===== config.mk =====
export PLATFORM = sky130hd
export DESIGN_NAME = th_mdarray_rr_fifo
export DESIGN_NICKNAME = d
export VERILOG_FILES = /design/src/rtl/th_mdarray_rr_fifo.sv
export SDC_FILE = /design/constraint.sdc
export NUM_CORES = 1
export LEC_CHECK = 0
export BUFFER_PORTS_ARGS = -buffer_cell sky130_fd_sc_hd__buf_2
export CORE_ASPECT_RATIO = 1.75
export CORE_MARGIN = 4
export CORE_UTILIZATION = 35
export DETAILED_ROUTE_END_ITERATION = 10
export PLACE_DENSITY = 0.5
export SETUP_SLACK_MARGIN = 0.5
export SLEW_MARGIN = 30
export SYNTH_ARGS = -nofsm -noshare
export SYNTH_HDL_FRONTEND = slang
export SYNTH_SLANG_ARGS = --single-unit

===== constraint.sdc =====
create_clock -name clk -period 5.3 [get_ports clk]
set_clock_uncertainty 0.2 [all_clocks]
set_input_delay 0.265 -clock clk [delete_from_list [all_inputs] [get_ports clk]]
set_output_delay 0.265 -clock clk [all_outputs]
set_load 0.01 [all_outputs]

===== src/rtl/th_mdarray_rr_fifo.sv =====
// th_mdarray_rr_fifo: NCH per-channel FIFOs of packed ROWS x COLS words
// drained by one output, either round-robin (MODE 0) or wand merge (MODE 1).
//
// Ports:
//   clk, rst        clock, asynchronous active-high reset
//   in_valid/ready  per-channel push handshake (NCH bits each)
//   in_data         NCH words, channel c at [c*W +: W]
//   out_valid/ready output handshake
//   out_data        selected word (MODE 0) or AND of all heads (MODE 1)
//   out_ch          source channel of out_data (0 in MODE 1)
//   level           per-channel occupancy, channel c at [c*LW +: LW]
module th_mdarray_rr_fifo #(
    parameter int NCH   = 3,
    parameter int DEPTH = 4,
    parameter int ROWS  = 3,
    parameter int COLS  = 3,
    parameter int MODE  = 0,
    localparam int W  = ROWS * COLS,
    localparam int CW = (NCH > 1) ? $clog2(NCH) : 1,
    localparam int LW = $clog2(DEPTH + 1),
    localparam int PW = (DEPTH > 1) ? $clog2(DEPTH) : 1
) (
    input  logic              clk,
    input  logic              rst,
    input  logic [NCH-1:0]    in_valid,
    output logic [NCH-1:0]    in_ready,
    input  logic [NCH*W-1:0]  in_data,
    output logic              out_valid,
    input  logic              out_ready,
    output logic [W-1:0]      out_data,
    output logic [CW-1:0]     out_ch,
    output logic [NCH*LW-1:0] level
);

    localparam logic [0:0] IDLE = 1'b0;
    localparam logic [0:0] HOLD = 1'b1;

    typedef logic [ROWS-1:0][COLS-1:0] word_t;

    word_t          mem  [NCH][DEPTH];
    word_t          head [NCH];
    logic [PW-1:0]  wptr [NCH];
    logic [PW-1:0]  rptr [NCH];
    logic [LW-1:0]  cnt  [NCH];

    logic [NCH-1:0] nempty;
    logic [NCH-1:0] push;
    logic [NCH-1:0] pop;
    logic [CW-1:0]  gptr;
    logic [CW-1:0]  hold_ch;
    logic [CW-1:0]  rr_sel;
    logic [CW-1:0]  sel;
    logic [CW:0]    idx;
    logic           found;
    logic [0:0]     state;
    logic           any_v;
    logic           all_v;
    logic           pop_any;
    word_t          merged;

    always_comb begin
        for (int c = 0; c < NCH; c++) begin
            nempty[c]            = cnt[c] != '0;
            head[c]              = mem[c][rptr[c]];
            // Full check uses only the registered count, so a
            // same-cycle pop never frees a slot for a push.
            in_ready[c]          = cnt[c] != LW'(DEPTH);
            push[c]              = in_valid[c] & in_ready[c];
            level[c*LW +: LW]    = cnt[c];
        end
    end

    // First nonempty channel at or after gptr, with wrap.
    always_comb begin
        rr_sel = '0;
        found  = 1'b0;
        idx    = '0;
        for (int i = 0; i < NCH; i++) begin
            idx = {1'b0, gptr} + (CW+1)'(i);
            if (idx >= (CW+1)'(NCH))
                idx = idx - (CW+1)'(NCH);
            if (!found && nempty[idx[CW-1:0]]) begin
                found  = 1'b1;
                rr_sel = idx[CW-1:0];
            end
        end
    end

    // A stalled word keeps its channel until it is taken.
    assign sel = (state == HOLD) ? hold_ch : rr_sel;

    always_comb begin
        merged = '1;
        for (int c = 0; c < NCH; c++)
            merged = merged & head[c];
    end

    assign any_v = |nempty;
    assign all_v = &nempty;

    always_comb begin
        out_valid = 1'b0;
        out_data  = '0;
        out_ch    = '0;
        if (MODE == 0) begin
            out_valid = any_v;
            if (any_v) begin
                out_data = head[sel];
                out_ch   = sel;
            end
        end else begin
            out_valid = all_v;
            if (all_v)
                out_data = merged;
        end
    end

    assign pop_any = out_valid & out_ready;

    always_comb begin
        pop = '0;
        if (pop_any) begin
            if (MODE == 0)
                pop[sel] = 1'b1;
            else
                pop = '1;
        end
    end

    always_ff @(posedge clk or posedge rst) begin
        if (rst) begin
            for (int c = 0; c < NCH; c++) begin
                cnt[c]  <= '0;
                wptr[c] <= '0;
                rptr[c] <= '0;
            end
        end else begin
            for (int c = 0; c < NCH; c++) begin
                if (push[c])
                    wptr[c] <= wptr[c] + PW'(1);
                if (pop[c])
                    rptr[c] <= rptr[c] + PW'(1);
                cnt[c] <= cnt[c] + LW'(push[c]) - LW'(pop[c]);
            end
        end
    end

    // Word storage is never reset; only written slots are presented.
    always_ff @(posedge clk) begin
        for (int c = 0; c < NCH; c++)
            if (push[c])
                mem[c][wptr[c]] <= in_data[c*W +: W];
    end

    always_ff @(posedge clk or posedge rst) begin
        if (rst) begin
            state   <= IDLE;
            gptr    <= '0;
            hold_ch <= '0;
        end else if (MODE == 0) begin
            if (pop_any)
                gptr <= (sel == CW'(NCH - 1)) ? '0 : sel + CW'(1);
            case (state)
                IDLE: begin
                    if (out_valid && !out_ready) begin
                        state   <= HOLD;
                        hold_ch <= sel;
                    end
                end
                HOLD: begin
                    if (pop_any)
                        state <= IDLE;
                end
                default: state <= IDLE;
            endcase
        end
    end

endmodule


==> reports/metrics.cfg, run 1 <==
[clocking]
cts_setup_buffers=0
cts.clk_slew.worst_paths_ns=0.06
cts_buffers=17
cts_tree=done
post_cts_resize_count=0
clk_latency_ns=0.41
clock_sinks=134
clock_path_buffers=2
cts-root-buf=clkbuf_16
ctsHtreeMaxLevel=4

[setup_path]
r2r_cells=13
regToRegEndpoint=level[5]$_DFF_PP0_
crit_type=reg -> reg
critPathBufInv=3
worstPathCellList=inv_1 > ha_1 > nor4_1 > a21oi_1 > a2111oi_4 > o21ai_1 > inv_1 > ha_1 > inv_1 > ha_1 > fa_1 > xor2_1 > xnor2_1
cp_max_fo=14
startpoint_type=register
max_stage_delay_ns=0.83
cp_slowest_cell=a2111oi_4
cp-end-kind=register
worstPathRequired_ns=5.40
path_depth=13
timing.critical_path.arrival_ns=3.98
crit_end=level[5]$_DFF_PP0_
cpLargestDelayFamily=compound AO/OA/AOI/OAI gates
reg2reg_from=gptr[0]$_DFFE_PP0P_
regToRegSetupSlack_ns=1.42
crit_start=gptr[0]$_DFFE_PP0P_

[finish]
multi_input_comb_area_um2=1870
register_area_um2=3890
design_area_um2=7270
nets=506
diodes=0
drive_above_1_share_pct=27.9
syn_to_final_growth_pct=22.8
nFillCells=1501

[routing]
wire_per_inst_um=18.3
drt-initial-drc-count=83
first_pass_iters=5
ant_nets=0
drc=0
vias=3286
routed_wl_um=12600
avgViaCountPerCell=4.78

[logic_synthesis]
synth_compound_area_share_pct=4.69
synth_top_area_share_pct=54.8
syn_inst=361
synth_area_um2=5920
synth.mux.area_fraction_pct=12.0
synth-edff-count=108
yosys.area.top_type=edfxtp_1
synth_most_common_cell=edfxtp_1
synth_adder_area_share_pct=5.24
yosys_warnings=0
synth_nets=417
synth_simple_gate_area_share_pct=7.39
synth_cell_type_count=44
synth_flop_cell=edfxtp_1
synth_xor_area_share_pct=2.22
synthTopCellsByCount=108 x edfxtp_1, 27 x mux4_2, 26 x dfrtp_1
yosysSeqAreaShare_pct=65.8
synth_top_family_by_area=multiplexers
synthTopCellsByArea=edfxtp_1 55%, dfrtp_1 11%, mux4_2 10%
synthArstFlopShare_pct=19.4
synth_seq_cells=134
syn_area_per_cell_um2=16.4

[timing]
worst_pin_slew_ns=0.834
finalCritPeriodShare_pct=73.2
hold_violations=0
setup_tns_ns=0
period_minus_slack_ns=3.88
fmax_ghz=0.258
maxSlewHeadroom_pct=44.4
setup_violations=0
finalMaxSlewViolations=0
rsz0062_at_grt=false
setup_ws_ns=1.42

[placement]
pre_cts_ws_ns=1.41
io_buffers=56
gp_congestion=0.733
placedInstanceArea_um2=6410
place.detailed.hpwl_um=9120

[floorplan]
core-area_um2=16500
die_w_um=106
initial_core_util_pct=35.8
fp.dieH_um=180
die_area_um2=19100
io_pins=57
rows=62

[global_route]
antenna_found_initial=1
grt_start_max_net_pins=27
grt_pass1_vias=3485
grt-ovfl-total=0
grt_first_pass_wirelength_um=19400
grtUsageTotal_pct=13.6

[run_status]
outcome=complete, no violations

[power_and_ir_drop]
worst_ir_drop_vdd_uv=292
power_per_cell_area_nw_per_um2=602
p_leak_nw=2.75
p_total_mw=4.38

[worst_hold_path]
hp-class=in -> reg

[flow_run]
max-cap-violations=0

[metrics by stage]
| step | instances | hold slack (ns) | util, % |
|---|---|---|---|
| CTS | 687 | 0.0347 | 44.0 |
| global route | 687 | 0.0743 | 44.0 |
| finish | 687 | 0.0365 | 44.0 |
| global placement | 627 | 0.161 | 38.8 |
| floorplan | 361 | 0.105 | - |
| detailed placement | 627 | 0.163 | 38.8 |
[final cells by class]
| type | instances | area share [%] |
|---|---|---|
| flip-flops and latches | 134 | 53.5 |
| clock inverters | 13 | 2.01 |
| multi-input cells | 189 | 25.7 |
| clock buffers | 19 | 5.95 |
| inverters | 23 | 1.19 |
| well taps | 224 | 3.85 |
| repair buffers | 85 | 7.81 |
[placed cells by master, fill, tap and decap left out, drive strengths merged, types with 3 or more instances in the layout]
| master | count |
|---|---|
| edfxtp | 108 |
| buf | 57 |
| dlygate4sd3 | 28 |
| inv | 28 |
| mux4 | 27 |
| dfrtp | 26 |
| ha | 20 |
| clkbuf | 19 |
| o21ai | 16 |
| and3 | 15 |
| nand2 | 12 |
| a21oi | 11 |
| xnor2 | 9 |
| mux2 | 9 |
| nand3 | 9 |
| nor2 | 8 |
| xor2 | 6 |
| and2 | 5 |
| nor3 | 5 |
| nor2b | 5 |
| and2b | 5 |
| clkinv | 5 |
| o31ai | 3 |
| fa | 3 |
| or3 | 3 |
[what timing repair did]
item | in CTS | in global routing
setup endpoints to repair | 0 | 0
hold buffers | 28 | 0
endpoints found under the hold margin | 134 | 0
[registers in the layout, summed over array words and instances, names as in the netlist, named ones only]
signal and flops:
mem 108, level 9, rptr 6, wptr 6, gptr 2, hold_ch 2
[power breakdown]
part           switching, mW  internal (mW)
sequential             0.253           1.42
clock                  0.456          0.699
combinational          0.820          0.729
total                   1.53           2.85
[metal layers]
metal	routed length (um)	vias to the layer above	share of wire (%)	track usage, %
met3	375	8	3.0	2.83
met4	127	2	1.0	5.08
met5	12	-	0.095	0
li1	-	1555	-	-
met2	7210	60	57	25.3
met1	4860	1661	39	14.7
[worst reg2reg max path: cells and delay by family, from the launching register on]
kind	cells	cell delay, ns
adders and majority gates	4	1.03
buffers and inverters	3	0.19
DFF	1	0.37
AOI/OAI and AO/OA	3	1.31
and+or+nand+nor	1	0.37
xor gates and xnor gates	2	0.29
[cells by family after synthesis]
| group | after synthesis |
|---|---|
| adders and majority gates | 23 |
| buffers and inverters | 38 |
| and+or+nand+nor | 74 |
| DFF | 134 |
| AOI/OAI and AO/OA | 41 |
| muxes | 36 |
| xor gates and xnor gates | 15 |
[worst min path at each step]
stage | start | to | cells past startpoint
after floorplan | rst | asynchronous set/reset pin | 1
after global placement | rst | wptr[5]$_DFFE_PP0P_ | 3
after detailed placement | rst | wptr[5]$_DFFE_PP0P_ | 3
after CTS | out_ready | hold_ch[0]$_DFFE_PP0P_ | 3
after global routing | out_ready | rptr[1]$_DFFE_PP0P_ | 4
final | out_ready | hold_ch[0]$_DFFE_PP0P_ | 3
(Power assumes the default switching activity.)
==> inputs of run 2 (changes only) <==
--- a/config.mk
+++ b/config.mk
@@ -10,7 +10,7 @@
 export CORE_MARGIN = 4
 export CORE_UTILIZATION = 35
 export DETAILED_ROUTE_END_ITERATION = 10
-export PLACE_DENSITY = 0.5
+export PLACE_DENSITY = 0.52
 export SETUP_SLACK_MARGIN = 0.5
 export SLEW_MARGIN = 30
 export SYNTH_ARGS = -nofsm -noshare
==> constraint.sdc (replaced) <==
create_clock -name clk -period 3.44 [get_ports clk]
set_clock_uncertainty 0.2 [all_clocks]
set_input_delay 0.172 -clock clk [delete_from_list [all_inputs] [get_ports clk]]
set_output_delay 0.172 -clock clk [all_outputs]
set_load 0.01 [all_outputs]
==> run 2 against run 1 <==
Worst hold slack improved by 0.16 ns. Non-clock buffer count up 27. Die area unchanged. Count of clock-buffer cells in the layout unchanged. Global-route usage up 0.92 points. Design area up 7.0%. Setup slack lost 1.1 ns. Critical path type unchanged. Highest routed layer is now met4.
==> reports/metrics.cfg, run 2 (same netlist as run 1, synthesis figures left out) <==
[flow_run]
max-cap-violations=0

[setup_path]
max_stage_delay_ns=0.42
worstPathRequired_ns=3.53
cpLargestDelayFamily=adder cells
cp_slowest_cell=dfrtp_2
cp_max_fo=4
timing.critical_path.arrival_ns=3.25
cp-end-kind=register
startpoint_type=register
critPathBufInv=2
worstPathCellList=or3_4 > a21boi_2 > nor4_2 > buf_4 > a2111oi_4 > nor4b_4 > ha_1 > inv_1 > ha_2 > fa_2 > xor2_1 > xnor2_1
crit_type=reg -> reg

[floorplan]
io_pins=57
die_area_um2=19100
core-area_um2=16500
initial_core_util_pct=35.8
rows=62
die_w_um=106
fp.dieH_um=180

[timing]
finalCritPeriodShare_pct=91.7
setup_violations=0
setup_tns_ns=0
maxSlewHeadroom_pct=53.7
period_minus_slack_ns=3.15
fmax_ghz=0.317
rsz0062_at_grt=true
hold_violations=0
whs_ns=0.201
worst_pin_slew_ns=0.694
finalMaxSlewViolations=0

[power_and_ir_drop]
worst_ir_drop_vdd_uv=647
power_per_cell_area_nw_per_um2=947
p_leak_nw=2.93

[routing]
first_pass_iters=4
routed_wl_um=13000
avgViaCountPerCell=4.75
drc=0
ant_nets=0
drt-initial-drc-count=165
vias=3393
wire_per_inst_um=18.2

[global_route]
grt-busiest-layer=met2
use_met2_pct=26.1
antenna_found_initial=0
grtUsageTotal_pct=14.5
grt_start_max_net_pins=27
use_met3_pct=3.51
grt_pass1_vias=3700
grt-ovfl-total=0
grt_first_pass_wirelength_um=20700
grtUsageMet1_pct=16.7

[clocking]
cts_buffers=17
ctsHtreeMaxLevel=4
cts_tree=done
cts.clk_slew.worst_paths_ns=0.06
clock_path_buffers=2
cts-root-buf=clkbuf_16
clk_latency_ns=0.41
clock_sinks=134

[finish]
diodes=0
final_common_cell=edfxtp_1
drive_above_1_share_pct=39.4
largest_register_ffs=108
syn_to_final_growth_pct=31.5
final_core_util_pct=47.1
nFillCells=1417
nets=533
mostFrequentLayoutCells=108 x edfxtp_1, 56 x buf_2, 32 x dlygate4sd3_1, 27 x mux4_2

[placement]
place.detailed.hpwl_um=9000
io_buffers=56
gp_congestion=0.813

[worst_hold_path]
hp-class=in -> async

[run_status]
outcome=complete, no violations

## run 2: cell count changes in the layout (fill, tap and decap cells not counted), moves of 3 or more
cell and change:
dfrtp_2 +6, ha_1 -6, a21oi_1 -10, fa_1 -3, buf_4 +20, fa_2 +3, dfrtp_1 -6, ha_4 +4
dlygate4sd3_1 +4, mux2_4 +4, mux2_2 -4, a21oi_2 +10
## run 2: final timing paths
kind | depth (start not counted) | to | from | slack, ns
worst max-delay path | 12 | level[8]$_DFF_PP0_ | level[1]$_DFF_PP0_ | 0.29
worst min-delay path | 4 | wptr[4]$_DFFE_PP0P_ | rst | 0.20
worst max register to register | 12 | level[8]$_DFF_PP0_ | level[1]$_DFF_PP0_ | 0.29
worst min register to register | 2 | hold_ch[0]$_DFFE_PP0P_ | hold_ch[0]$_DFFE_PP0P_ | 0.31
max in group asynchronous | 4 | level[7]$_DFF_PP0_ | rst | 2.51
min in group clk | 2 | mem[0][63]$_DFFE_PP_ | in_data[9] | 0.31
## run 2: routing by layer
metal | wire length (um) | vias to the layer above
met5 | 0 | -
met4 | 193 | 0
met3 | 464 | 13
met2 | 7160 | 73
met1 | 5150 | 1693
li1 | - | 1614
## run 2: power breakdown
| part | switching, mW | internal, mW | leakage, nW | total, mW |
|---|---|---|---|---|
| Clock | 0.696 | 1.15 | 0.286 | 1.85 |
| Sequential | 0.414 | 2.20 | 1.29 | 2.62 |
| Combinational | 1.41 | 1.49 | 1.34 | 2.90 |
| Total | 2.53 | 4.84 | 2.93 | 7.37 |
## run 2: cell type report
cell class                      count  area [um2]  share of cell area (%)
Multi-Input combinational cell    189        2080                    26.7
Sequential cell                   134        3900                    50.1
Inverter                           23        86.3                    1.11
Clock inverter                     13         173                    2.22
Timing Repair Buffer              112         831                    10.7
Clock buffer                       19         433                    5.56
Tap cell                          224         280                    3.60
## run 2: what timing repair did
item | CTS | global route
buffers inserted | 10 | 3
cloned | 1 | 1
resized for setup | 30 | 13
endpoints found under the hold margin | 142 | 0
pin swaps | 24 | 13
setup endpoints to repair | 16 | 16
hold buffers | 32 | 0
## run 2: stage by stage
step	worst slack, ns	power [mW]	cell area [um2]	cells
floorplan	0.357	4.27	5970	361
global placement	0.232	5.07	6530	635
detailed placement	0.146	5.12	6530	635
CTS	0.298	7.33	7680	710
global route	0.153	7.83	7780	714
finish	0.286	7.37	7780	714
## run 2: worst reg2reg max path: stages (launching register included)
cell	delay (ns)
dfrtp_2	0.42
or3_4	0.42
a21boi_2	0.14
nor4_2	0.05
buf_4	0.14
a2111oi_4	0.40
nor4b_4	0.11
ha_1	0.31
inv_1	0.04
ha_2	0.17
fa_2	0.33
xor2_1	0.17
xnor2_1	0.14
